==> config.mk <==
export PLATFORM = sky130hd
export DESIGN_NAME = pc_predict_unit
export DESIGN_NICKNAME = d
export VERILOG_FILES = /design/src/rtl/pc_pkg.sv /design/src/rtl/pc_btb.sv /design/src/rtl/pc_predict_unit.sv
export SDC_FILE = /design/constraint.sdc
export NUM_CORES = 1
export LEC_CHECK = 0
export CAP_MARGIN = 20
export CORE_MARGIN = 1.5
export CORE_UTILIZATION = 37
export DETAILED_ROUTE_END_ITERATION = 10
export GPL_TIMING_DRIVEN = 0
export PLACE_DENSITY = 0.85
export SLEW_MARGIN = 20
export SYNTH_ARGS = -nofsm -noshare
export SYNTH_HDL_FRONTEND = slang
export SYNTH_SLANG_ARGS = --single-unit
==> constraint.sdc <==
create_clock -name clk -period 4.5 [get_ports clk]
set_input_delay 0.45 -clock clk [delete_from_list [all_inputs] [get_ports clk]]
set_output_delay 0.45 -clock clk [all_outputs]
set_load 0.02 [all_outputs]
==> src/rtl/pc_pkg.sv <==
// Shared types and constants for the fetch-stage PC / branch predictor.
// Latency: n/a (types, constants and a pure function only).
// Backpressure: n/a.
//
// Holds the 2-bit direction counter encoding, the BTB entry layout and the
// default reset vector. The entry layout is sized from PC_WIDTH and
// PC_BTB_ENTRIES below; pc_btb's WIDTH/ENTRIES parameters must match them.
package pc_pkg;

    localparam int unsigned PC_WIDTH       = 32;
    localparam int unsigned PC_BTB_ENTRIES = 16;

    localparam logic [PC_WIDTH-1:0] PC_RESET_VECTOR = 32'h0000_0000;

    // Index selects pc[IDX+1:2]; the tag is everything above it.
    localparam int unsigned BTB_IDX_W = $clog2(PC_BTB_ENTRIES);
    localparam int unsigned BTB_TAG_W = PC_WIDTH - BTB_IDX_W - 2;
    localparam int unsigned BTB_TGT_W = PC_WIDTH - 2;

    typedef enum logic [1:0] {
        STRONG_NT = 2'b00,
        WEAK_NT   = 2'b01,
        WEAK_T    = 2'b10,
        STRONG_T  = 2'b11
    } ctr_t;

    // Targets are word aligned, so the low two bits are not stored.
    typedef struct packed {
        logic                 valid;
        logic [BTB_TAG_W-1:0] tag;
        logic [BTB_TGT_W-1:0] target;
        ctr_t                 ctr;
    } btb_entry_t;

    // Saturating step of the direction counter towards the resolved outcome.
    function automatic ctr_t ctr_next(input ctr_t cur, input logic taken);
        ctr_t nxt;
        nxt = cur;
        if (taken) begin
            if (cur != STRONG_T) begin
                nxt = ctr_t'(2'(cur) + 2'd1);
            end
        end else begin
            if (cur != STRONG_NT) begin
                nxt = ctr_t'(2'(cur) - 2'd1);
            end
        end
        return nxt;
    endfunction

endpackage

==> src/rtl/pc_btb.sv <==
// Direct-mapped branch target buffer with 2-bit saturating direction counters.
// Latency: lookup is combinational on lookup_pc_i; updates land at the next posedge.
// Backpressure: none; an update is accepted every cycle update_en_i is high.
//
// Ports:
//   clk, rst            clock, asynchronous active-high reset (clears valid bits)
//   lookup_pc_i         fetch PC being looked up
//   update_en_i         a branch/jump resolved this cycle
//   update_pc_i         PC of the resolved instruction
//   update_target_i     resolved target
//   update_taken_i      resolved direction
//   hit_taken_o         lookup hit and counter says taken
//   target_o            stored target on a hit, zero otherwise
module pc_btb
    import pc_pkg::*;
#(
    parameter int unsigned WIDTH   = PC_WIDTH,
    parameter int unsigned ENTRIES = PC_BTB_ENTRIES
) (
    input  logic             clk,
    input  logic             rst,
    input  logic [WIDTH-1:0] lookup_pc_i,
    input  logic             update_en_i,
    input  logic [WIDTH-1:0] update_pc_i,
    input  logic [WIDTH-1:0] update_target_i,
    input  logic             update_taken_i,
    output logic             hit_taken_o,
    output logic [WIDTH-1:0] target_o
);

    localparam int unsigned IDX = $clog2(ENTRIES);

    btb_entry_t mem_q [ENTRIES];

    logic [IDX-1:0]       lk_idx;
    logic [WIDTH-IDX-3:0] lk_tag;
    logic [IDX-1:0]       up_idx;
    logic [WIDTH-IDX-3:0] up_tag;

    btb_entry_t lk_ent;
    btb_entry_t up_ent;
    logic       lk_hit;
    logic       up_hit;
    logic [1:0] lk_ctr;

    assign lk_idx = lookup_pc_i[IDX+1:2];
    assign lk_tag = lookup_pc_i[WIDTH-1:IDX+2];
    assign up_idx = update_pc_i[IDX+1:2];
    assign up_tag = update_pc_i[WIDTH-1:IDX+2];

    // Lookup reads the registered array, so a same-cycle update to the same
    // index is only visible from the following cycle.
    assign lk_ent = mem_q[lk_idx];
    assign lk_ctr = lk_ent.ctr;
    assign lk_hit = lk_ent.valid && (lk_ent.tag == lk_tag);

    assign hit_taken_o = lk_hit && lk_ctr[1];
    assign target_o    = lk_hit ? {lk_ent.target, 2'b00} : '0;

    assign up_ent = mem_q[up_idx];
    assign up_hit = up_ent.valid && (up_ent.tag == up_tag);

    // Only the valid bits are reset; tag/target/counter are don't-care
    // until an allocation sets valid.
    always_ff @(posedge clk or posedge rst) begin
        if (rst) begin
            for (int i = 0; i < int'(ENTRIES); i++) begin
                mem_q[i].valid <= 1'b0;
            end
        end else if (update_en_i) begin
            if (up_hit) begin
                mem_q[up_idx].ctr <= ctr_next(up_ent.ctr, update_taken_i);
                if (update_taken_i) begin
                    mem_q[up_idx].target <= update_target_i[WIDTH-1:2];
                end
            end else if (update_taken_i) begin
                // Not-taken misses never allocate: they would only ever
                // predict fall-through, which is the default anyway.
                mem_q[up_idx] <= '{valid:  1'b1,
                                   tag:    up_tag,
                                   target: update_target_i[WIDTH-1:2],
                                   ctr:    WEAK_T};
            end
        end
    end

    // Byte-offset bits of word-aligned addresses carry no information here.
    logic unused_low_bits;
    assign unused_low_bits = ^{lookup_pc_i[1:0], update_pc_i[1:0], update_target_i[1:0]};

endmodule

==> src/rtl/pc_predict_unit.sv <==
// Fetch-stage PC register with redirect/stall control and BTB-based prediction.
// Latency: PC changes one cycle after its controls; prediction is zero-cycle on pc_o.
// Backpressure: stall_i holds the PC; redirect_i overrides stall; updates never stall.
//
// Build option: define PC_BTB_EN to instantiate the BTB. Without it the unit
// never predicts taken and the update ports are ignored.
//
// Ports:
//   clk, rst            clock, asynchronous active-high reset
//   stall_i             hold PC (load-use hazard)
//   redirect_i          execute-stage correction, redirect_pc_i is the new PC
//   update_*_i          branch resolution from execute, trains the BTB
//   pc_o, pc_plus4_o    current fetch PC and its fall-through
//   pred_taken_o        current fetch predicted taken
//   pred_target_o       predicted target (zero when the BTB misses)
module pc_predict_unit
    import pc_pkg::*;
#(
    parameter int unsigned           WIDTH        = PC_WIDTH,
    parameter int unsigned           BTB_ENTRIES  = PC_BTB_ENTRIES,
    parameter logic [WIDTH-1:0]      RESET_VECTOR = PC_RESET_VECTOR
) (
    input  logic             clk,
    input  logic             rst,
    input  logic             stall_i,
    input  logic             redirect_i,
    input  logic [WIDTH-1:0] redirect_pc_i,
    input  logic             update_en_i,
    input  logic [WIDTH-1:0] update_pc_i,
    input  logic [WIDTH-1:0] update_target_i,
    input  logic             update_taken_i,
    output logic [WIDTH-1:0] pc_o,
    output logic [WIDTH-1:0] pc_plus4_o,
    output logic             pred_taken_o,
    output logic [WIDTH-1:0] pred_target_o
);

    logic [WIDTH-1:0] pc_q;
    logic [WIDTH-1:0] pc_d;
    logic [WIDTH-1:0] pc_plus4;
    logic             btb_taken;
    logic [WIDTH-1:0] btb_target;

    // Natural modulo-2^WIDTH wrap is intended.
    assign pc_plus4 = pc_q + WIDTH'(4);

`ifdef PC_BTB_EN
    pc_btb #(
        .WIDTH   (WIDTH),
        .ENTRIES (BTB_ENTRIES)
    ) u_btb (
        .clk             (clk),
        .rst             (rst),
        .lookup_pc_i     (pc_q),
        .update_en_i     (update_en_i),
        .update_pc_i     (update_pc_i),
        .update_target_i (update_target_i),
        .update_taken_i  (update_taken_i),
        .hit_taken_o     (btb_taken),
        .target_o        (btb_target)
    );
`else
    assign btb_taken  = 1'b0;
    assign btb_target = '0;

    logic unused_update;
    assign unused_update = ^{update_en_i, update_pc_i, update_target_i, update_taken_i};
`endif

    // Priority: redirect > stall > predicted taken > fall-through.
    always_comb begin
        pc_d = pc_plus4;
        if (redirect_i) begin
            pc_d = {redirect_pc_i[WIDTH-1:2], 2'b00};
        end else if (stall_i) begin
            pc_d = pc_q;
        end else if (btb_taken) begin
            pc_d = btb_target;
        end
    end

    always_ff @(posedge clk or posedge rst) begin
        if (rst) begin
            pc_q <= RESET_VECTOR;
        end else begin
            pc_q <= pc_d;
        end
    end

    assign pc_o          = pc_q;
    assign pc_plus4_o    = pc_plus4;
    assign pred_taken_o  = btb_taken;
    assign pred_target_o = btb_target;

    // Redirect targets are forced word aligned.
    logic unused_redir_low;
    assign unused_redir_low = ^redirect_pc_i[1:0];

endmodule

==> reports/metrics.cfg, run 1 <==
[layout]
post-route-util_pct=57.3
diodes=0
nets=560
fillers=651
largest_reg_flops=30
final_cell_area_mm2=0.00389
layoutNonFillerInstCount=554
drive_gt1_share_pct=14.0
syn2layout_area_growth_pct=49.9

[setup_path]
required_ns=4.05
reg2reg_slack_ns=2.15
cp-startpoint=pc_o[2]
critPathCapture=pc_plus4_o[24]
crit_arrival_ns=3.38
critPathMaxFanout=9
endpoint_kind=output port
critPathSlowestCell=nor4_2
worst-setup-path-type=reg2out
reg2regPathDepth=6
r2r-start=pc_o[2]
critical_path.reg2reg.endpoint=pc_o[30]
crit_chain=ha_1 > nand4_1 > nor4_2 > nor4b_1 > xor2_1 > clkdlybuf4s50_1
slowest_delay_ns=0.83
cp-start-kind=flip-flop

[cts]
cts_root_buffer=clkbuf_8
cts_tree=done
clockBufferDepth=2
path_clk_slew_ns=0.07
cts_hold_buf=0
clk_latency_ns=0.29
numClockSinks=30
h-tree-depth=2
numCtsBuffers=5
cts-resized-gates=0
cts_setup_buffers=0

[timing]
tightest_slew_ns=0.952
min_period_ns=3.83
fin_skew_ns=0.00847
fmax_mhz=261
finalSetupViolations=0
finalCritPeriodShare_pct=85.1
final_hold_viol_count=0
tns_ns=0
slew_viol_final=0
max-slew-margin-rel_pct=36.0
rsz0062_at_grt=no

[route]
wl_met3_um=622
wl_um=7780
wl_met1_um=3290
drt-vias-per-instance=4.91
drt-wirelength-per-cell_um=14.0
post-route-drc-count=0
top_layer=met4
ant_nets=0
initialDrtViolationCount=192
routed-wl-met2_um=3840
dr.pass1.iters=4
vias=2722

[global_route]
grt_pass1_vias=2554
antenna_found_initial=0
grt_overflow=0
grt_max_degree=31
grt_usage_pct=21.2
grt_pass1_wl_um=12600

[synthesis]
netlist_instances=321
ys.flop_type=dfrtp_1
syn_area_mm2=0.00260
synth_async_sr_flop_share_pct=100
synth_seq_cells=30
yosys.area.top_type=dfrtp_1
synth_edf_count=0
synth_area_per_cell_um2=8.09
ys_types=41
yosys_warnings=0
synth_top_area_share_pct=28.9
synth_area_leaders=dfrtp_1 29%, buf_4 11%, xnor2_1 6.4%
yosysSeqAreaShare_pct=28.9

[power]
power.density_mw_per_mm2=259
switching_share_pct=36.6
p_sw_uw=370
ir_drop_mv=0.159
power_mw=1.01
seq_power_share_pct=33.6
leakagePower_nw=1.58
clkPwrFrac_pct=26.3
power_frac_comb_pct=40.2
intPower_uw=640

[floorplan]
num_rows=30
core-area_mm2=0.00679
die-area_mm2=0.00753
start_util_pct=38.2
die-height_um=86.8
die_w_um=86.8
ios=199

[flow_run]
drv_cap=0

[placement]
gp_congestion=0.883
io_buffers=93
dp.cells=546
dpl_cell_area_mm2=0.00378
hpwl_um=5960

[run_status]
status=completed

[hold_path]
hold_class=in2async

[worst min path at each step]
stage / endpoint / slack (ns) / cells past startpoint
3_5_place_dp: pc_o[25] / 0.63 / 2
2_1_floorplan: pc_o[10] / 0.54 / 1
4_1_cts: pc_o[19] / 0.61 / 2
6_report: pc_o[17] / 0.58 / 2
5_1_grt: pc_o[19] / 0.65 / 2
3_3_place_gp: pc_o[25] / 0.63 / 2
[critical path: cells and delay by family, from the launching register on]
kind | cells | cell delay, ns
DFF | 1 | 0.47
buffers and inverters | 1 | 0.61
and+or+nand+nor | 3 | 1.54
adders and majority gates | 1 | 0.29
xor gates and xnor gates | 1 | 0.18
[synthesized netlist by cell type, types with 11 or more instances]
cell type,number
nand3_1,13
o21ai_0,17
dfrtp_1,30
a31oi_1,15
nand2_1,32
xor2_1,19
xnor2_1,19
nor4_1,11
clkbuf_1,11
or4_1,15
nand4_1,12
nor2_1,23
buf_4,38
[placed cells by master, fill, tap and decap left out, drive strengths merged, types with 17 or more instances in the layout]
cell type | synthesis | final
nand2 | 33 | 33
xnor2 | 19 | 19
xor2 | 19 | 19
dfrtp | 30 | 30
or4 | 17 | 17
clkbuf | 12 | 20
clkdlybuf4s50 | 0 | 93
nor2 | 23 | 23
conb | 1 | 37
o21ai | 17 | 17
buf | 46 | 46
[per-layer routing]
metal | up-vias | track usage (%)
met1 | 1240 | 27.3
li1 | 1360 | -
met4 | 0 | 3.81
met5 | - | 0
met2 | 116 | 36.8
met3 | 6 | 4.29
[kinds of logic after synthesis]
| logic type | count (synthesis) | share of synthesized area (%) |
|---|---|---|
| simple gates | 139 | 30.6 |
| xor+xnor | 38 | 12.8 |
| mux | 1 | 0.385 |
| flops | 30 | 28.9 |
| buf+inv | 64 | 15.4 |
| compound gates | 47 | 11.3 |
| fa+ha+maj | 1 | 0.482 |
| other cells | 1 | 0.144 |
[metrics by stage]
stage,hold slack (ns),setup slack [ns]
6_report,0.585,0.669
5_1_grt,0.645,0.412
4_1_cts,0.614,0.746
3_5_place_dp,0.633,1.06
3_3_place_gp,0.628,1.09
2_1_floorplan,0.541,1.78
[final cells by class]
cell class,instances,area (um^2),share of cell area (%)
buffer,58,378,9.70
clock buffer,8,110,2.83
multi-input combinational,263,1580,40.6
timing repair buffer,93,931,23.9
tap,96,120,3.08
sequential,30,751,19.3
inverter,6,22.5,0.578
[power groups by stage]
| stage | sequential, mW | combinational (mW) | clock [mW] |
|---|---|---|---|
| after global placement | 0.342 | 0.400 | 0 |
| after detailed placement | 0.343 | 0.404 | 0 |
| after floorplan | 0.366 | 0.204 | 0 |
| after CTS | 0.338 | 0.406 | 0.268 |
| final | 0.339 | 0.405 | 0.265 |
| after global routing | 0.345 | 0.435 | 0.282 |
Note: power is estimated with default switching activity, not from simulation.
==> run 2, diff against run 1 <==
--- a/config.mk
+++ b/config.mk
@@ -8,8 +8,10 @@
 export CAP_MARGIN = 20
 export CORE_MARGIN = 1.5
 export CORE_UTILIZATION = 37
+export CTS_CLUSTER_SIZE = 16
 export DETAILED_ROUTE_END_ITERATION = 10
 export GPL_TIMING_DRIVEN = 0
+export HOLD_SLACK_MARGIN = 0.15
 export PLACE_DENSITY = 0.85
 export SLEW_MARGIN = 20
 export SYNTH_ARGS = -nofsm -noshare
==> results of run 2 <==
Same layout as run 1: the final DEF is identical, and so are final timing and power.
==> run 3, diff against run 2 <==
--- a/config.mk
+++ b/config.mk
@@ -13,7 +13,6 @@
 export GPL_TIMING_DRIVEN = 0
 export HOLD_SLACK_MARGIN = 0.15
 export PLACE_DENSITY = 0.85
-export SLEW_MARGIN = 20
 export SYNTH_ARGS = -nofsm -noshare
 export SYNTH_HDL_FRONTEND = slang
 export SYNTH_SLANG_ARGS = --single-unit
==> run 3 against run 2 <==
Against the previous run:
- critical endpoint unchanged
- global-route usage up 0.31 points
- design area up 0.67%
- first-iteration DRC count down 6.8%
- register-to-register slack worse by 0.02 ns
- clock skew up 0.0022 ns
- sequential cell count unchanged
- worst hold slack worse by 0.056 ns
- critical path depth unchanged
- combinational power about the same
- clock power up 5%
- largest cell class unchanged
- cell count up 0.18%
==> reports/metrics.cfg, run 3 (synthesis results as in run 1) <==
[run_status]
status=completed

[layout]
syn2layout_area_growth_pct=50.9
final_cell_mix=93 x clkdlybuf4s50_1, 38 x buf_4, 37 x conb_1, 32 x nand2_1, 30 x dfrtp_1
final_common_cell=clkdlybuf4s50_1
fillers=641
multiInputGateArea_mm2=0.00158
post-route-util_pct=57.7
drive_gt1_share_pct=13.9
diodes=0
seqCellArea_um2=751
nets=561
largest_reg_flops=30

[floorplan]
start_util_pct=38.2
ios=199
die-height_um=86.8
core-area_mm2=0.00679
num_rows=30
die_w_um=86.8
die-area_mm2=0.00753

[route]
drt-wirelength-per-cell_um=14.2
post-route-drc-count=0
wl_um=7870
drt-vias-per-instance=4.96
vias=2755
initialDrtViolationCount=179
dr.pass1.iters=4
ant_nets=0

[setup_path]
critPathMaxFanout=9
cp-start-kind=flip-flop
crit_arrival_ns=3.40
r2r-start=pc_o[2]
endpoint_kind=output port
required_ns=4.05
worst-setup-path-type=reg2out
cp-startpoint=pc_o[2]

[global_route]
grt_pass1_vias=2611
grt_pass1_wl_um=12700
grt_overflow=0
antenna_found_initial=0
grt_max_degree=20
grt_usage_pct=21.5

[cts]
cts_hold_buf=0
h-tree-depth=2
cts_root_buffer=clkbuf_8
clk_latency_ns=0.30
cts_setup_buffers=0
path_clk_slew_ns=0.06
cts-resized-gates=0
numClockSinks=30
numCtsBuffers=5
cts_tree=done
clockBufferDepth=2

[timing]
tns_ns=0
fin_ws_ns=0.654
tightest_slew_ns=0.946
finalSetupViolations=0
final_hold_viol_count=0
rsz0062_at_grt=no
fmax_mhz=260
max-slew-margin-rel_pct=36.4
finalCritPeriodShare_pct=85.5
fin_skew_ns=0.0107
min_period_ns=3.85
slew_viol_final=0

[placement]
gp_congestion=0.883
place_ws_ns=1.04
hpwl_um=6080
io_buffers=93

[power]
power.density_mw_per_mm2=262
ir_drop_mv=0.185
leakagePower_nw=1.59

[flow_run]
drv_cap=0

[hold_path]
hold_class=in2async

[run 3: where the power goes]
group	switching (mW)	internal (mW)	leakage, nW	total [mW]
Sequential	0.0445	0.295	0.347	0.340
Clock	0.116	0.163	0.0579	0.279
Combinational	0.216	0.192	1.19	0.408
Total	0.376	0.650	1.59	1.03
[run 3: critical path, cell delays in order (launching register included)]
cell             delay [ns]
dfrtp_1                0.47
ha_1                   0.29
nand4_1                0.22
nor4_2                 0.83
nor4b_1                0.49
xor2_1                 0.18
clkdlybuf4s50_1        0.61
[run 3: path summary, 6_finish.rpt]
check                                 end  slack, ns  cells past startpoint
max                        pc_plus4_o[24]       0.65                      6
min                               pc_o[2]       0.53                      2
max reg2reg                      pc_o[30]       2.13                      6
min reg2reg                      pc_o[29]       0.66                      2
max in group asynchronous         pc_o[8]       3.48                      3
min in group clk                 pc_o[29]       0.66                      2
[run 3: metrics by stage]
step,instance area [um^2],instances,hold slack (ns),power [mW]
floorplan,2730,357,0.541,0.570
global placement,3780,546,0.628,0.742
detailed placement,3810,547,0.646,0.751
CTS,3920,555,0.552,1.03
global route,3920,555,0.565,1.08
finish,3920,555,0.528,1.03
[run 3: cell type report]
cell class / instances / area share [%]
clock buffers: 5 / 1.76
inverters: 6 / 0.575
flip-flops and latches: 30 / 19.2
repair buffers: 94 / 24.4
multi-input cells: 263 / 40.3
plain buffers: 58 / 9.64
clock inverters: 3 / 1.02
well taps: 96 / 3.06
[run 3: metal layers]
metal  share of wire [%]  track usage [%]
met5                   0                0
met4                 1.2             4.99
met3                 7.3             5.43
met2                  49             36.5
met1                  42             27.3
